--- src/rtl/regfile_write_arbiter.sv ---
// Two-requester register-file write arbiter (ALU vs load) with round-robin on contention; latency 1 cycle from grant to RegWrite.
// Backpressure: a requester holds valid/rd/data until its combinational ready; stall withholds all grants, nothing is buffered.
module regfile_write_arbiter #(
    parameter int DATA_W = 32,
    parameter int ADDR_W = 5,
    parameter int CNT_W  = 16
) (
    input  logic              clock,
    input  logic              reset,
    input  logic              a_valid,
    input  logic [ADDR_W-1:0] a_rd,
    input  logic [DATA_W-1:0] a_data,
    output logic              a_ready,
    input  logic              b_valid,
    input  logic [ADDR_W-1:0] b_rd,
    input  logic [DATA_W-1:0] b_data,
    output logic              b_ready,
    input  logic              stall,
    input  logic              clr_count,
    output logic              RegWrite,
    output logic [ADDR_W-1:0] WriteReg,
    output logic [DATA_W-1:0] WriteData,
    output logic              wb_src,
    output logic [CNT_W-1:0]  conflict_count
);

    logic              prioPtr;
    logic              grantA;
    logic              grantB;
    logic              contended;
    logic [ADDR_W-1:0] selRd;
    logic [DATA_W-1:0] selData;

    // Grants are gated by reset so both readies read 0 while reset is held.
    always_comb begin
        grantA = 1'b0;
        grantB = 1'b0;
        if (reset && !stall) begin
            if (a_valid && (!b_valid || !prioPtr)) begin
                grantA = 1'b1;
            end else if (b_valid) begin
                grantB = 1'b1;
            end
        end
    end

    assign a_ready   = grantA;
    assign b_ready   = grantB;
    assign contended = a_valid && b_valid && !stall;
    assign selRd     = grantB ? b_rd : a_rd;
    assign selData   = grantB ? b_data : a_data;

    always_ff @(posedge clock or negedge reset) begin
        if (!reset) begin
            prioPtr   <= 1'b0;
            RegWrite  <= 1'b0;
            WriteReg  <= '0;
            WriteData <= '0;
            wb_src    <= 1'b0;
        end else if (grantA || grantB) begin
            prioPtr   <= grantA;
            RegWrite  <= (selRd != '0);
            WriteReg  <= selRd;
            WriteData <= selData;
            wb_src    <= grantB;
        end else begin
            RegWrite  <= 1'b0;
        end
    end

    // Saturating contention counter; clear wins over a same-cycle increment.
    always_ff @(posedge clock or negedge reset) begin
        if (!reset) begin
            conflict_count <= '0;
        end else if (clr_count) begin
            conflict_count <= '0;
        end else if (contended && (conflict_count != {CNT_W{1'b1}})) begin
            conflict_count <= conflict_count + CNT_W'(1);
        end
    end

endmodule

--- config.mk ---
export PLATFORM = sky130hd
export DESIGN_NAME = regfile_write_arbiter
export DESIGN_NICKNAME = d
export VERILOG_FILES = /design/src/rtl/regfile_write_arbiter.sv
export SDC_FILE = /design/constraint.sdc
export NUM_CORES = 1
export LEC_CHECK = 0
export BUFFER_PORTS_ARGS = -buffer_cell sky130_fd_sc_hd__buf_2
export CORE_MARGIN = 4
export CORE_UTILIZATION = 40
export CTS_CLUSTER_SIZE = 28
export DETAILED_ROUTE_END_ITERATION = 8
export HOLD_SLACK_MARGIN = 0.05
export PLACE_DENSITY = 0.72
export SLEW_MARGIN = 10
export SYNTH_ARGS = -nofsm -noshare
export SYNTH_HDL_FRONTEND = slang
export SYNTH_SLANG_ARGS = --single-unit
--- constraint.sdc ---
create_clock -name clock -period 3.2 [get_ports clock]
set_input_delay 0.64 -clock clock [delete_from_list [all_inputs] [get_ports clock]]
set_output_delay 0.64 -clock clock [all_outputs]
set_load 0.01 [all_outputs]
== Word-level counts from Yosys, hierarchy flattened ==
Index checks and enable logic that the tools add are counted.

* Equality and inequality tests: 1
* Reduce and logical (&&, ||, !) cells: 12
* Muxes and demuxes: 10
* Add/subtract/negate cells: 1

{| class="wikitable"
|+ Operator list
! kind !! count
|-
| 16-bit two-way mux || 2
|-
| 32-bit two-way mux || 1
|-
| 16-bit by 1-bit adder with 16-bit output, second input constant || 1
|-
| 16-bit != test, second input constant || 1
|-
| 1-bit two-way mux || 6
|-
| 1-bit logical AND || 5
|-
| 5-bit two-way mux || 1
|-
| 5-bit nonzero test || 1
|-
| 1-bit logical NOT || 3
|-
| 1-bit logical OR || 2
|-
| 2-bit nonzero test || 1
|}

* Logic and storage cells: 30
* Output and inout bits: 57
* Flip-flop bits (word level): 56

== Longest topological paths before layout ==
* Word-level depth: 8
* Gate-level depth with buffers: 6

== Worst setup path before layout ==
Ideal clock, no wire load.

* Path kind: input -> output
* From: in reset
* To: out a_ready
* Data arrival time: 1.518 ns
* Setup slack: 1.042 ns
* Path buffers: 2
* Cell stages on the path: 4
* Data required time: 2.560 ns
* Cells stage by stage: nor2b_1 and3_1 clkbuf_1 clkbuf_1

* Cells in the longest elaborated chain, start to end: 2

{| class="wikitable"
|+ RTL lines
! element !! RTL line !! text
|-
| start: declaration || 9 || <nowiki>input logic reset,</nowiki>
|-
| 1-bit logical AND || 38 || <nowiki>if (reset && !stall) begin</nowiki>
|-
| 1-bit two-way mux || 38 ||
|-
| end: declaration || 13 || <nowiki>output logic a_ready,</nowiki>
|}

No other way between the ends.

== Final worst setup path ==
Ends and elaborated chain as after synthesis.

==> run_results.csv <==
group,metric,value,unit
synth,synthTopCellsByArea,"dfrtp_1 54%, a222oi_1 12%, inv_1 4.9%, mux2i_1 2.3%, clkbuf_1 2.2%",
clocking,clk_latency,0.31,ns
final_layout,layout_commonest_cell,"buf_2",
power_and_ir_drop,pwr-share-seq,0.535,
clocking,clockBufferDepth,2,
floorplanning,die_w,88.90,um
final_layout,utilization,0.5429,
detailed_routing,firstDrtPassIters,8,
power_and_ir_drop,p_int,1.126,mW
placed_design,io_buffers,136,
sta,slew_headroom,0.2921,
global_routing,antenna_found_initial,0,
sta,timing.final.crit_share,0.6684,
power_and_ir_drop,p_sw,0.4895,mW
final_layout,n_fill_cell,587,
floorplanning,die-area,0.007902,sq mm
sta,maxSlewViolCount,0,
power_and_ir_drop,power.density,468.7,mW/mm^2
sta,finClkSkew,0.01284,ns
detailed_routing,final_antenna_net_count,0,
clocking,cts_resized,0,
synth,synth_top_area_frac,0.5354,
clocking,cts_max_level,2,
final_layout,final_cell_mix,"136 x buf_2, 56 x dfrtp_1, 34 x inv_1",
synth,ys_seq_elements,56,
worst_setup_path,setup.worst_path.class,"in2out",
sta,rsz0062_at_grt,"false",
worst_setup_path,crit_path_start,"reset",
floorplanning,ioPinCount,137,
synth,synthesis.area,0.002618,sq mm
floorplanning,die_y,88.90,um
synth,synth-main-ff-cell,"dfrtp_1",
job,cap_violations,0,
worst_setup_path,worst_r2r_path_depth,4,
final_layout,multi_input_area,0.001027,sq mm
detailed_routing,drt_iter0_drc,221,
detailed_routing,routedWlPerCell,16.73,um
sta,fin_setup_tns,0,ns
sta,clock.fmax,467.5,MHz
worst_setup_path,reg2reg_to,"conflict_count[12]$_DFFE_PN0P_",
power_and_ir_drop,total_power,1.616,mW
worst_setup_path,worstPathMaxFanout,5,
synth,ys_async_sr_fraction,1.000,
power_and_ir_drop,p_leak,1.869,nW
detailed_routing,via_count,2586,
floorplanning,std_cell_rows,29,
worst_setup_path,worstSetupEndpointType,"output pin",
clocking,numCtsBuffers,5,
global_routing,grt_pass1_vias,2301,
synth,yosysUniqueCellTypes,35,
synth,synth_seq_area_share,0.5354,
clocking,cts_hold_buf,0,
worst_setup_path,arrival,1.50,ns
clocking,cts_sinks,56,
detailed_routing,drc,0,
sta,tightestPinTransition,1.058,ns
final_layout,drive_gt1_frac,0.4048,
sta,finalSetupViolations,0,
power_and_ir_drop,clockPowerShare,0.243,
detailed_routing,via_per_inst,5.671,
global_routing,grt_pass1_wl,11360,um
synth,syn_nets,329,
global_routing,grt_max_degree,57,
synth,ys_warn_count,0,
sta,timing.hold.ws,0.4882,ns
synth,synth_cells,248,
power_and_ir_drop,p_sw_frac,0.3029,
placed_design,place.gp.congestion,0.8129,
synth,syn_area_per_cell,10.55,sq um
final_layout,nets,458,
worst_hold_path,hold_path.class,"in2async",
synth,synth_edf_count,0,
status,status,"finished clean",
clocking,post_cts_buffers,0,
detailed_routing,wirelength,7627,um
global_routing,overflow,0,
worst_setup_path,r2r_start,"conflict_count[0]$_DFFE_PN0P_",
clocking,cts_root_buffer,"clkbuf_8",
clocking,tritoncts,"done",
worst_setup_path,regToRegSetupSlack,1.27,ns
sta,hold_viol,0,
floorplanning,start_util,0.4122,
worst_setup_path,crit_required,2.56,ns
clocking,path_clk_slew,0.11,ns
power_and_ir_drop,peakVddDrop,0.2407,mV
sta,fin_crit,2.139,ns
worst_setup_path,start_kind,"input pin",
floorplanning,core_area,0.006350,sq mm
synth,yosys.area.top_type,"dfrtp_1",
placed_design,hpwlAfterDp,5541,um
final_layout,ff_latch_area,0.001401,sq mm
placed_design,placed_cells,447,
worst_setup_path,worstSetupEndpoint,"a_ready",
global_routing,grt_usage,0.1825,
power_and_ir_drop,comb_power_share,0.222,
final_layout,syn2layout_area_growth,31.69,%
final_layout,stdcell_count,456,
[layer usage]
| layer | vias up | global-route usage | routed length, um |
|---|---|---|---|
| met5 | - | 0 | 0 |
| met4 | 0 | 0.06593 | 102 |
| met3 | 13 | 0.03318 | 458 |
| met2 | 100 | 0.2814 | 3942 |
| met1 | 1272 | 0.2581 | 3123 |
| li1 | 1201 | - | - |
[power groups by stage]
stage          Combinational [mW]  Clock, mW  Sequential [mW]
2_1_floorplan               0.124          0            0.912
3_3_place_gp                0.356          0            0.874
3_5_place_dp                0.364          0            0.875
4_1_cts                     0.364      0.407            0.864
5_1_grt                     0.402      0.437            0.876
6_report                    0.358      0.392            0.865
[synthesized netlist by cell type (5+ instances only)]
library cell,count
dfrtp_1,56
o31ai_1,5
a211oi_1,6
nor2b_1,6
inv_1,34
a222oi_1,32
clkbuf_1,15
mux2_2,5
o21ai_0,6
nor2_1,10
nand2_1,11
nand3_1,6
or4_1,7
a21oi_1,10
mux2i_1,6
[how the worst min path moves through the flow]
stage / to / slack [ns] / cells past startpoint
detailed placement: wb_src$_DFFE_PN0P_ / 0.47 / 1
global route: wb_src$_DFFE_PN0P_ / 0.51 / 1
finish: conflict_count[11]$_DFFE_PN0P_ / 0.49 / 2
CTS: WriteReg[2]$_DFFE_PN0P_ / 0.50 / 2
floorplan: RegWrite$_DFF_PN0_ / 0.34 / 0
global placement: WriteReg[2]$_DFFE_PN0P_ / 0.46 / 2
[worst max-delay path: stages]
cell	delay, ns
buf_2	0.09
nor2b_1	0.35
and3_1	0.26
buf_2	0.15
[cell families (layout without fill, tap and decap cells)]
kind of cell | count (synthesis) | after routing | share of synthesized area
multiplexers | 11 | 11 | 0.04445
flip-flops | 56 | 56 | 0.5354
buffers and inverters | 51 | 181 | 0.07648
other | 0 | 1 | 0
adder cells (fa/ha/maj) | 1 | 1 | 0.004779
AO/OA/AOI/OAI | 65 | 65 | 0.2012
AND/OR/NAND/NOR | 64 | 64 | 0.1377
[sequential cells by signal, indices dropped and copies added, names as in the netlist]
register / count
RegWrite: 1
WriteReg: 5
WriteData: 32
wb_src: 1
conflict_count: 16
prioPtr: 1
[through the flow]
step / worst slack [ns] / instance area, sq um
after floorplan: 1.042 / 2618
after global placement: 0.9879 / 3356
after detailed placement: 0.9270 / 3356
after CTS: 1.038 / 3445
after global routing: 0.9750 / 3445
final: 1.061 / 3447
[area by class of cell]
class | count | share of cell area
timing repair buffer | 139 | 0.2040
inverter | 34 | 0.03702
multi-input combinational | 141 | 0.2980
antenna | 1 | 0.0007260
sequential | 56 | 0.4065
clock inverter | 2 | 0.004719
clock buffer | 6 | 0.02105
tap | 77 | 0.02795
Note: power is estimated with default switching activity, not from simulation.
